## src/rtl/fetch_pkg.sv

```systemverilog
// Shared types, defaults and helpers for the instruction-fetch stage.
package fetch_pkg;

  localparam int unsigned FETCH_W          = 16;
  localparam int unsigned DEF_PC_STEP      = 2;
  localparam int unsigned DEF_RESET_PC     = 0;
  localparam logic [3:0]  DEF_HALT_OPCODE  = 4'hF;

  typedef struct packed {
    logic [FETCH_W-1:0] instr;
    logic [FETCH_W-1:0] pc_next;
  } fetch_entry_t;

  function automatic logic is_halt(input logic [3:0] opcode, input logic [3:0] halt_op);
    return opcode == halt_op;
  endfunction

endpackage

```

## src/rtl/fetch_fifo.sv

```systemverilog
// Synchronous prefetch FIFO; clear discards contents after any same-cycle pop.
module fetch_fifo
  import fetch_pkg::*;
#(
  parameter int unsigned DEPTH = 4,
  parameter type entry_t = fetch_entry_t
) (
  input  logic                       clk,
  input  logic                       rst,
  input  logic                       clear,
  input  logic                       push,
  input  entry_t                     push_data,
  input  logic                       pop,
  output entry_t                     head,
  output logic [$clog2(DEPTH):0]     count
);

  localparam int unsigned AW = $clog2(DEPTH);
  localparam int unsigned CW = AW + 1;

  entry_t          mem_q [DEPTH];
  entry_t          mem_d [DEPTH];
  logic [AW-1:0]   wr_ptr_q, wr_ptr_d;
  logic [AW-1:0]   rd_ptr_q, rd_ptr_d;
  logic [CW-1:0]   count_q, count_d;

  always_comb begin
    mem_d    = mem_q;
    wr_ptr_d = wr_ptr_q;
    rd_ptr_d = rd_ptr_q;
    count_d  = count_q;
    if (clear) begin
      wr_ptr_d = '0;
      rd_ptr_d = '0;
      count_d  = '0;
    end else begin
      if (push) begin
        mem_d[wr_ptr_q] = push_data;
        wr_ptr_d        = wr_ptr_q + AW'(1);
      end
      if (pop) begin
        rd_ptr_d = rd_ptr_q + AW'(1);
      end
      count_d = count_q + CW'(push) - CW'(pop);
    end
  end

  always_ff @(posedge clk) begin
    if (rst) begin
      mem_q    <= '{default: '0};
      wr_ptr_q <= '0;
      rd_ptr_q <= '0;
      count_q  <= '0;
    end else begin
      mem_q    <= mem_d;
      wr_ptr_q <= wr_ptr_d;
      rd_ptr_q <= rd_ptr_d;
      count_q  <= count_d;
    end
  end

  assign head  = mem_q[rd_ptr_q];
  assign count = count_q;

endmodule

```

## src/rtl/fetch_queue_stage.sv

```systemverilog
// Instruction-fetch stage: credit-limited pipelined requests into a prefetch queue,
// with redirect flush and halt freeze.
module fetch_queue_stage
  import fetch_pkg::*;
#(
  parameter int unsigned      DATA_W      = FETCH_W,
  parameter int unsigned      DEPTH       = 4,
  parameter int unsigned      PC_STEP     = DEF_PC_STEP,
  parameter int unsigned      RESET_PC    = DEF_RESET_PC,
  parameter logic [3:0]       HALT_OPCODE = DEF_HALT_OPCODE
) (
  input  logic              clk,
  input  logic              rst,
  input  logic              branch_en,
  input  logic [DATA_W-1:0] branch_pc,
  output logic              imem_req,
  output logic [DATA_W-1:0] imem_addr,
  input  logic              imem_gnt,
  input  logic              imem_rvalid,
  input  logic [DATA_W-1:0] imem_rdata,
  output logic              instr_valid,
  input  logic              instr_ready,
  output logic [DATA_W-1:0] instr,
  output logic [DATA_W-1:0] pc_next,
  output logic              halted
);

  localparam int unsigned CW = $clog2(DEPTH) + 1;

  typedef struct packed {
    logic [DATA_W-1:0] instr;
    logic [DATA_W-1:0] pc_next;
  } entry_t;

  logic [DATA_W-1:0] fetch_pc_q, fetch_pc_d;
  logic [DATA_W-1:0] resp_pc_q, resp_pc_d;
  logic [CW-1:0]     outstanding_q, outstanding_d;
  logic [CW-1:0]     drop_cnt_q, drop_cnt_d;
  logic              halt_seen_q, halt_seen_d;

  logic              credit_ok;
  logic              grant;
  logic              resp_drop;
  logic              push;
  logic              pop;
  entry_t            push_data;
  entry_t            head;
  logic [CW-1:0]     count;

  always_comb begin
    fetch_pc_d    = fetch_pc_q;
    resp_pc_d     = resp_pc_q;
    drop_cnt_d    = drop_cnt_q;
    halt_seen_d   = halt_seen_q;

    // Queued plus in-flight words never exceed DEPTH, so every response has a slot.
    credit_ok     = ((CW+1)'(count) + (CW+1)'(outstanding_q)) < (CW+1)'(DEPTH);
    imem_req      = !rst && !branch_en && !halt_seen_q && credit_ok;
    imem_addr     = fetch_pc_q;
    grant         = imem_req && imem_gnt;
    pop           = instr_valid && instr_ready;
    resp_drop     = imem_rvalid && (branch_en || (drop_cnt_q != '0));
    push          = imem_rvalid && !resp_drop;
    push_data     = '{instr: imem_rdata, pc_next: resp_pc_q + DATA_W'(PC_STEP)};
    outstanding_d = outstanding_q + CW'(grant) - CW'(imem_rvalid);

    if (branch_en) begin
      fetch_pc_d  = branch_pc;
      resp_pc_d   = branch_pc;
      halt_seen_d = 1'b0;
      drop_cnt_d  = outstanding_q - CW'(imem_rvalid);
    end else begin
      if (grant) begin
        fetch_pc_d = fetch_pc_q + DATA_W'(PC_STEP);
      end
      if (imem_rvalid && (drop_cnt_q != '0)) begin
        drop_cnt_d = drop_cnt_q - CW'(1);
      end
      if (push) begin
        resp_pc_d = push_data.pc_next;
        // Everything still in flight behind a halt word is stale.
        if (is_halt(imem_rdata[DATA_W-1 -: 4], HALT_OPCODE)) begin
          halt_seen_d = 1'b1;
          drop_cnt_d  = outstanding_d;
        end
      end
    end
  end

  always_ff @(posedge clk) begin
    if (rst) begin
      fetch_pc_q    <= DATA_W'(RESET_PC);
      resp_pc_q     <= DATA_W'(RESET_PC);
      outstanding_q <= '0;
      drop_cnt_q    <= '0;
      halt_seen_q   <= 1'b0;
    end else begin
      fetch_pc_q    <= fetch_pc_d;
      resp_pc_q     <= resp_pc_d;
      outstanding_q <= outstanding_d;
      drop_cnt_q    <= drop_cnt_d;
      halt_seen_q   <= halt_seen_d;
    end
  end

  fetch_fifo #(
    .DEPTH   (DEPTH),
    .entry_t (entry_t)
  ) u_fifo (
    .clk       (clk),
    .rst       (rst),
    .clear     (branch_en),
    .push      (push),
    .push_data (push_data),
    .pop       (pop),
    .head      (head),
    .count     (count)
  );

  assign instr_valid = (count != '0);
  assign instr       = head.instr;
  assign pc_next     = head.pc_next;
  assign halted      = halt_seen_q;

endmodule

```

## config.mk

```make
export PLATFORM = sky130hd
export DESIGN_NAME = fetch_queue_stage
export DESIGN_NICKNAME = d
export VERILOG_FILES = /design/src/rtl/fetch_pkg.sv /design/src/rtl/fetch_fifo.sv /design/src/rtl/fetch_queue_stage.sv
export SDC_FILE = /design/constraint.sdc
export NUM_CORES = 1
export LEC_CHECK = 0
export ABC_AREA = 1
export CELL_PAD_IN_SITES_DETAIL_PLACEMENT = 0
export CELL_PAD_IN_SITES_GLOBAL_PLACEMENT = 1
export CORE_MARGIN = 2
export CORE_UTILIZATION = 50
export DETAILED_ROUTE_END_ITERATION = 12
export DONT_BUFFER_PORTS = 1
export GPL_ROUTABILITY_DRIVEN = 0
export PLACE_DENSITY = 0.85
export SLEW_MARGIN = 20
export SYNTH_ARGS = -nofsm -noshare
export SYNTH_HDL_FRONTEND = slang
export SYNTH_SLANG_ARGS = --single-unit
export TNS_END_PERCENT = 10
```

## constraint.sdc

```tcl
create_clock -name clk -period 6.2 [get_ports clk]
set_clock_uncertainty 0.05 [all_clocks]
set_input_delay 0.93 -clock clk [delete_from_list [all_inputs] [get_ports clk]]
set_output_delay 0.93 -clock clk [all_outputs]
set_load 0.01 [all_outputs]
```

==> flow_metrics.py, run 1 <==
metrics = {
    "sta": {
        "rsz0062_at_grt": "false",
        "fin_setup_tns_ns": 0,
        "slew_viol_final": 0,
        "max_slew_margin_pct": 49.9,
        "fmax_ghz": 0.309,
        "setup_viol": 0,
        "min_period_ns": 3.23,
        "hold_viol": 0,
        "worst_pin_slew_ns": 0.750,
        "fin_crit_sh_pct": 52.1,
    },
    "global_route": {
        "grt_use_total_pct": 25.8,
        "grt_pass1_vias": 6759,
        "grt_pass1_wl_microns": 36500,
        "grt-ovfl-total": 0,
        "grt_max_degree": 113,
        "antenna_found_initial": 0,
    },
    "logic_synthesis": {
        "synth_seq_cells": 174,
        "yosysTopAreaCell": "dfxtp_1",
        "synth_edf_count": 0,
        "ys.flop_type": "dfxtp_1",
        "synth_top_area_share_pct": 41.9,
        "synth_area_leaders": "dfxtp_1, nand2_1, o21ai_0",
        "synth_common_cells": "nand2_1, dfxtp_1, o21ai_0",
        "syn_nets": 1223,
        "synth_most_common_cell": "nand2_1",
        "syn_area_sq_um": 8320,
        "async_flop_share_pct": 0,
        "syn_avg_cell_area_sq_um": 7.13,
        "synth_warnings": 0,
        "synth.distinct_cells": 36,
        "synth-seq-area-share_pct": 41.9,
        "synthCells": 1167,
    },
    "critical_path": {
        "crit_path_end_kind": "output pin",
        "cp_max_fo": 33,
        "cp-start-kind": "flop",
        "crit_required_ns": 5.22,
        "cp_slowest_cell": "buf_4",
        "worstPathCellList": "buf_4, inv_1, buf_4, o21ai_0, o22ai_1",
        "crit_start": "u_fifo.rd_ptr_q[1]$_SDFFE_PP0P_",
        "crit_type": "flop to output pin",
        "rr_startpoint": "outstanding_q[2]$_SDFF_PP0_",
        "max_stage_delay_ns": 0.39,
        "crit_top_cell": "buf_4",
        "worstPathArrival_ns": 2.25,
    },
    "route": {
        "wl_met1_microns": 10800,
        "initialDrtViolationCount": 614,
        "wl_met3_microns": 1530,
        "wl_met2_microns": 9960,
        "ant_nets": 0,
        "routed_wl_microns": 22500,
        "drc": 0,
        "vias": 7427,
        "top_layer": "met4",
        "viasPerCell": 5.47,
        "post_drt_wl_per_cell_microns": 16.6,
        "first_pass_iters": 5,
    },
    "worst_hold_path": {
        "worstHoldStart": "u_fifo.mem_q[50]$_SDFFE_PP0P_",
        "hold_path.class": "flop to flop",
    },
    "clock_tree": {
        "numCtsBuffers": 17,
        "clockBufferDepth": 2,
        "htreeDepth": 4,
        "cts-resized-gates": 0,
        "cts.sinks": 174,
        "clockRootBuffer": "clkbuf_16",
        "post-cts-setup-buffers": 0,
        "clkTransAtPathRegs_ns": 0.07,
        "ctsHoldBuffers": 0,
        "clkLatencyLatePin_ns": 0.43,
        "cts_tree": "done",
    },
    "floorplan": {
        "fp.coreArea_sq_um": 16400,
        "io_pins": 89,
        "start_util_pct": 50.7,
        "die_h_microns": 133,
        "rows": 47,
        "die-area_sq_um": 17700,
        "dieWidth_microns": 133,
    },
    "power_and_ir_drop": {
        "power_density_nw_per_um2": 283,
        "ir_drop_v": 0.000190,
        "p_leak_uw": 0.00347,
    },
    "job": {
        "cap_violations": 0,
    },
    "layout": {
        "drive_above_1_share_pct": 7.12,
        "n_fill_cell": 1626,
        "diodes": 0,
        "fin_nets": 1181,
        "utilization_pct": 53.8,
        "final_cells": 1358,
        "area_growth_pct": 6.18,
    },
    "place": {
        "io_buffers": 0,
        "dp_hpwl_microns": 13700,
        "placedCellCount": 1326,
    },
    "run_status": {
        "status": "finished clean",
    },
}
[critical path, delay by kind of cell (launching register included)]
kind / cells / cell delay (ns)
AOI/OAI and AO/OA: 2 / 0.55
buffers and inverters: 3 / 0.97
DFF: 1 / 0.30
[power by group]
part / internal, uW / switching (uW)
Clock: 537 / 462
Sequential: 1170 / 42.9
Combinational: 92.2 / 201
Total: 1800 / 706
[registers in the layout, summed over array words and instances, names as in the netlist, 2 cells and up]
register / cells
u_fifo.mem_q: 128
imem_addr: 16
resp_pc_q: 16
drop_cnt_q: 3
outstanding_q: 3
u_fifo.count: 3
u_fifo.rd_ptr_q: 2
u_fifo.wr_ptr_q: 2
[per-stage QoR]
stage / setup slack (ns) / power, uW / cell area [sq um] / hold WS [ns]
2_1_floorplan: 3.15 / 1470 / 8320 / 0.391
3_3_place_gp: 2.89 / 1520 / 8280 / 0.395
3_5_place_dp: 2.83 / 1520 / 8280 / 0.397
4_1_cts: 2.94 / 2520 / 8830 / 0.407
5_1_grt: 2.85 / 2610 / 8830 / 0.419
6_report: 2.97 / 2500 / 8830 / 0.407
[layer usage]
layer	vias up	global-route usage, %
met5	-	0
met4	0	5.91
met3	13	5.44
met2	187	38.9
met1	3471	37.9
li1	3756	-
[area by class of cell]
cell class / instances / area, sq um / area share (%)
Timing Repair Buffer: 5 / 37.5 / 0.425
Multi-Input combinational cell: 840 / 4160 / 47.1
Clock buffer: 21 / 460 / 5.21
Inverter: 87 / 329 / 3.73
Sequential cell: 174 / 3480 / 39.5
Tap cell: 220 / 275 / 3.12
Clock inverter: 11 / 86.3 / 0.978
[cell usage in the layout, fill, tap and decap left out, drive strengths merged]
master,n
a21boi,4
a21oi,128
a31oi,6
buf,5
clkbuf,21
clkinv,8
clkinvlp,5
dfxtp,174
fa,2
ha,16
inv,85
nand2,313
nand3,46
nand3b,3
nand4,9
nor2,122
nor3,1
o211ai,4
o21a,19
o21ai,121
o21bai,1
o22ai,34
or2,1
xnor2,3
xor2,7
[cell families after synthesis]
| kind of cell | Yosys count | synth area share [%] |
|---|---|---|
| AOI/OAI and AO/OA | 317 | 21.6 |
| and+or+nand+nor | 495 | 24.5 |
| DFF | 174 | 41.9 |
| buffers and inverters | 153 | 8.12 |
| adders and majority gates | 18 | 2.89 |
| xor gates and xnor gates | 10 | 1.05 |
[worst paths after layout]
path | depth (start not counted) | to | slack, ns
max reg2reg | 18 | drop_cnt_q[2]$_SDFF_PP0_ | 3.24
max | 5 | pc_next[2] | 2.97
min reg2reg | 2 | u_fifo.mem_q[50]$_SDFFE_PP0P_ | 0.41
min | 2 | u_fifo.mem_q[50]$_SDFFE_PP0P_ | 0.41
Power figures use the tool's default switching activity.
==> run 2, diff against run 1 <==
CORE_UTILIZATION = 46   (was 50)
PLACE_DENSITY = 0.79   (was 0.85)
clock period = 3.1 ns   (was 6.2 ns; I/O delays follow)
==> flow_metrics.py, run 2 (synthesized netlist as in run 1, its figures left out) <==
metrics = {
    "power_and_ir_drop": {
        "ir_drop_v": 0.000444,
        "power_density_nw_per_um2": 608,
        "p_leak_uw": 0.00364,
    },
    "global_route": {
        "grt_pass1_vias": 6814,
        "grt-ovfl-total": 0,
        "grt_pass1_wl_microns": 36900,
        "antenna_found_initial": 0,
        "grt_use_total_pct": 23.7,
        "grt_max_degree": 113,
    },
    "critical_path": {
        "crit_top_cell": "nand2_1",
        "cp_max_fo": 4,
        "crit_start": "u_fifo.count[1]$_SDFF_PP0_",
        "critical-path-top-delay-family": "adder cells",
        "crit_required_ns": 3.40,
        "crit_path_end_kind": "flop",
        "cp-start-kind": "flop",
        "path_depth": 18,
        "rr_startpoint": "u_fifo.count[1]$_SDFF_PP0_",
        "reg2reg_to": "drop_cnt_q[2]$_SDFF_PP0_",
        "max_stage_delay_ns": 0.42,
        "critPathBufInv": 3,
        "worstPathArrival_ns": 2.99,
        "critPathCapture": "drop_cnt_q[2]$_SDFF_PP0_",
        "worstPathCellList": "ha_1, nand3_1, nand2_1, nor2_4, nand2_2, ha_1, inv_1, ha_1, fa_1, inv_1, nand2_1, nand2_1, nand2_1, nand2_1, inv_1, nand2_1, nand3_1, a21oi_1",
        "reg2reg_depth": 18,
        "rrSetupSlack_ns": 0.41,
        "crit_type": "flop to flop",
        "cp_slowest_cell": "dfxtp_1",
    },
    "sta": {
        "fin_setup_tns_ns": 0,
        "fmax_ghz": 0.371,
        "slew_viol_final": 0,
        "setup_viol": 0,
        "worst_pin_slew_ns": 0.651,
        "layout_setup_ws_ns": 0.407,
        "fin_crit_sh_pct": 86.9,
        "rsz0062_at_grt": "false",
        "min_period_ns": 2.69,
        "max_slew_margin_pct": 56.5,
        "hold_viol": 0,
    },
    "layout": {
        "final_cells": 1382,
        "layout_commonest_cell": "nand2_1",
        "utilization_pct": 51.1,
        "largest_register_ffs": 128,
        "area_growth_pct": 9.72,
        "final_cell_mix": "nand2_1, dfxtp_1, o21ai_0",
        "n_fill_cell": 1836,
        "register_area_sq_um": 3480,
        "fin_nets": 1197,
        "multi_input_comb_area_sq_um": 4160,
        "regMostFlops": "u_fifo.mem_q",
        "diodes": 0,
        "drive_above_1_share_pct": 8.50,
        "design_area_sq_um": 9130,
    },
    "route": {
        "first_pass_iters": 5,
        "vias": 7476,
        "ant_nets": 0,
        "post_drt_wl_per_cell_microns": 16.5,
        "drc": 0,
        "viasPerCell": 5.41,
        "routed_wl_microns": 22800,
        "initialDrtViolationCount": 585,
    },
    "floorplan": {
        "fp.coreArea_sq_um": 17800,
        "dieWidth_microns": 138,
        "start_util_pct": 46.6,
        "die-area_sq_um": 19200,
        "rows": 49,
        "die_h_microns": 138,
        "io_pins": 89,
    },
    "clock_tree": {
        "htreeDepth": 4,
        "cts-resized-gates": 0,
        "ctsHoldBuffers": 0,
        "cts_tree": "done",
        "clkLatencyLatePin_ns": 0.43,
        "cts.sinks": 174,
        "clkTransAtPathRegs_ns": 0.07,
        "numCtsBuffers": 17,
        "clockBufferDepth": 2,
        "clockRootBuffer": "clkbuf_16",
        "post-cts-setup-buffers": 0,
    },
    "worst_hold_path": {
        "hold_path.class": "primary input to flop",
        "worstHoldPathCells": 1,
    },
    "place": {
        "io_buffers": 0,
        "place_ws_ns": 0.427,
        "dp_hpwl_microns": 14300,
        "placedCellCount": 1351,
        "placed_area_sq_um": 8430,
    },
    "run_status": {
        "status": "finished clean",
    },
    "job": {
        "cap_violations": 0,
    },
}
[run 2: changes by cell type in the layout (fill, tap and decap cells not counted), moves of 2 or more]
cell / delta
clkbuf_1: -2
clkinv_4: -3
clkinvlp_4: -5
bufinv_16: +7
buf_4: +15
[run 2: per-layer routing]
layer	routed length, microns	GRT usage, %	up-vias
li1	-	-	3779
met1	11000	33.5	3495
met2	10300	37.4	189
met3	1380	4.61	13
met4	189	6.02	0
met5	0	0	-
[run 2: area by class of cell]
type                            count  share of cell area (%)
Sequential cell                   174                    38.2
Inverter                           87                    3.61
Clock inverter                     13                    2.82
Timing Repair Buffer               21                    1.86
Multi-Input combinational cell    840                    45.6
Clock buffer                       18                    4.81
Tap cell                          229                    3.14
[run 2: metrics by stage]
step	total power [uW]	hold WS, ns
2_1_floorplan	2940	0.391
3_3_place_gp	3050	0.396
3_5_place_dp	3060	0.398
4_1_cts	5600	0.0391
5_1_grt	5770	0.0330
6_report	5550	0.0494
[run 2: worst min path at each step]
stage,slack (ns),to,from
after floorplan,0.39,u_fifo.mem_q[80]$_SDFFE_PP0P_,u_fifo.mem_q[80]$_SDFFE_PP0P_
after global placement,0.40,u_fifo.mem_q[54]$_SDFFE_PP0P_,u_fifo.mem_q[54]$_SDFFE_PP0P_
after detailed placement,0.40,u_fifo.mem_q[51]$_SDFFE_PP0P_,u_fifo.mem_q[51]$_SDFFE_PP0P_
after CTS,0.04,imem_addr[1]$_SDFFE_PP0N_,rst
after global routing,0.03,imem_addr[5]$_SDFFE_PP0N_,rst
final,0.05,imem_addr[5]$_SDFFE_PP0N_,rst
[run 2: report_power, final]
part           internal [uW]  switching (uW)
sequential              2330            84.1
combinational            196             395
clock                   1620             925
[run 2: worst reg2reg max path: cells and delay by family (launching register included)]
| family | cells | cell delay (ns) |
|---|---|---|
| and+or+nand+nor | 10 | 0.76 |
| DFF | 1 | 0.42 |
| AOI/OAI and AO/OA | 1 | 0.13 |
| adders and majority gates | 4 | 1.11 |
| buffers and inverters | 3 | 0.16 |
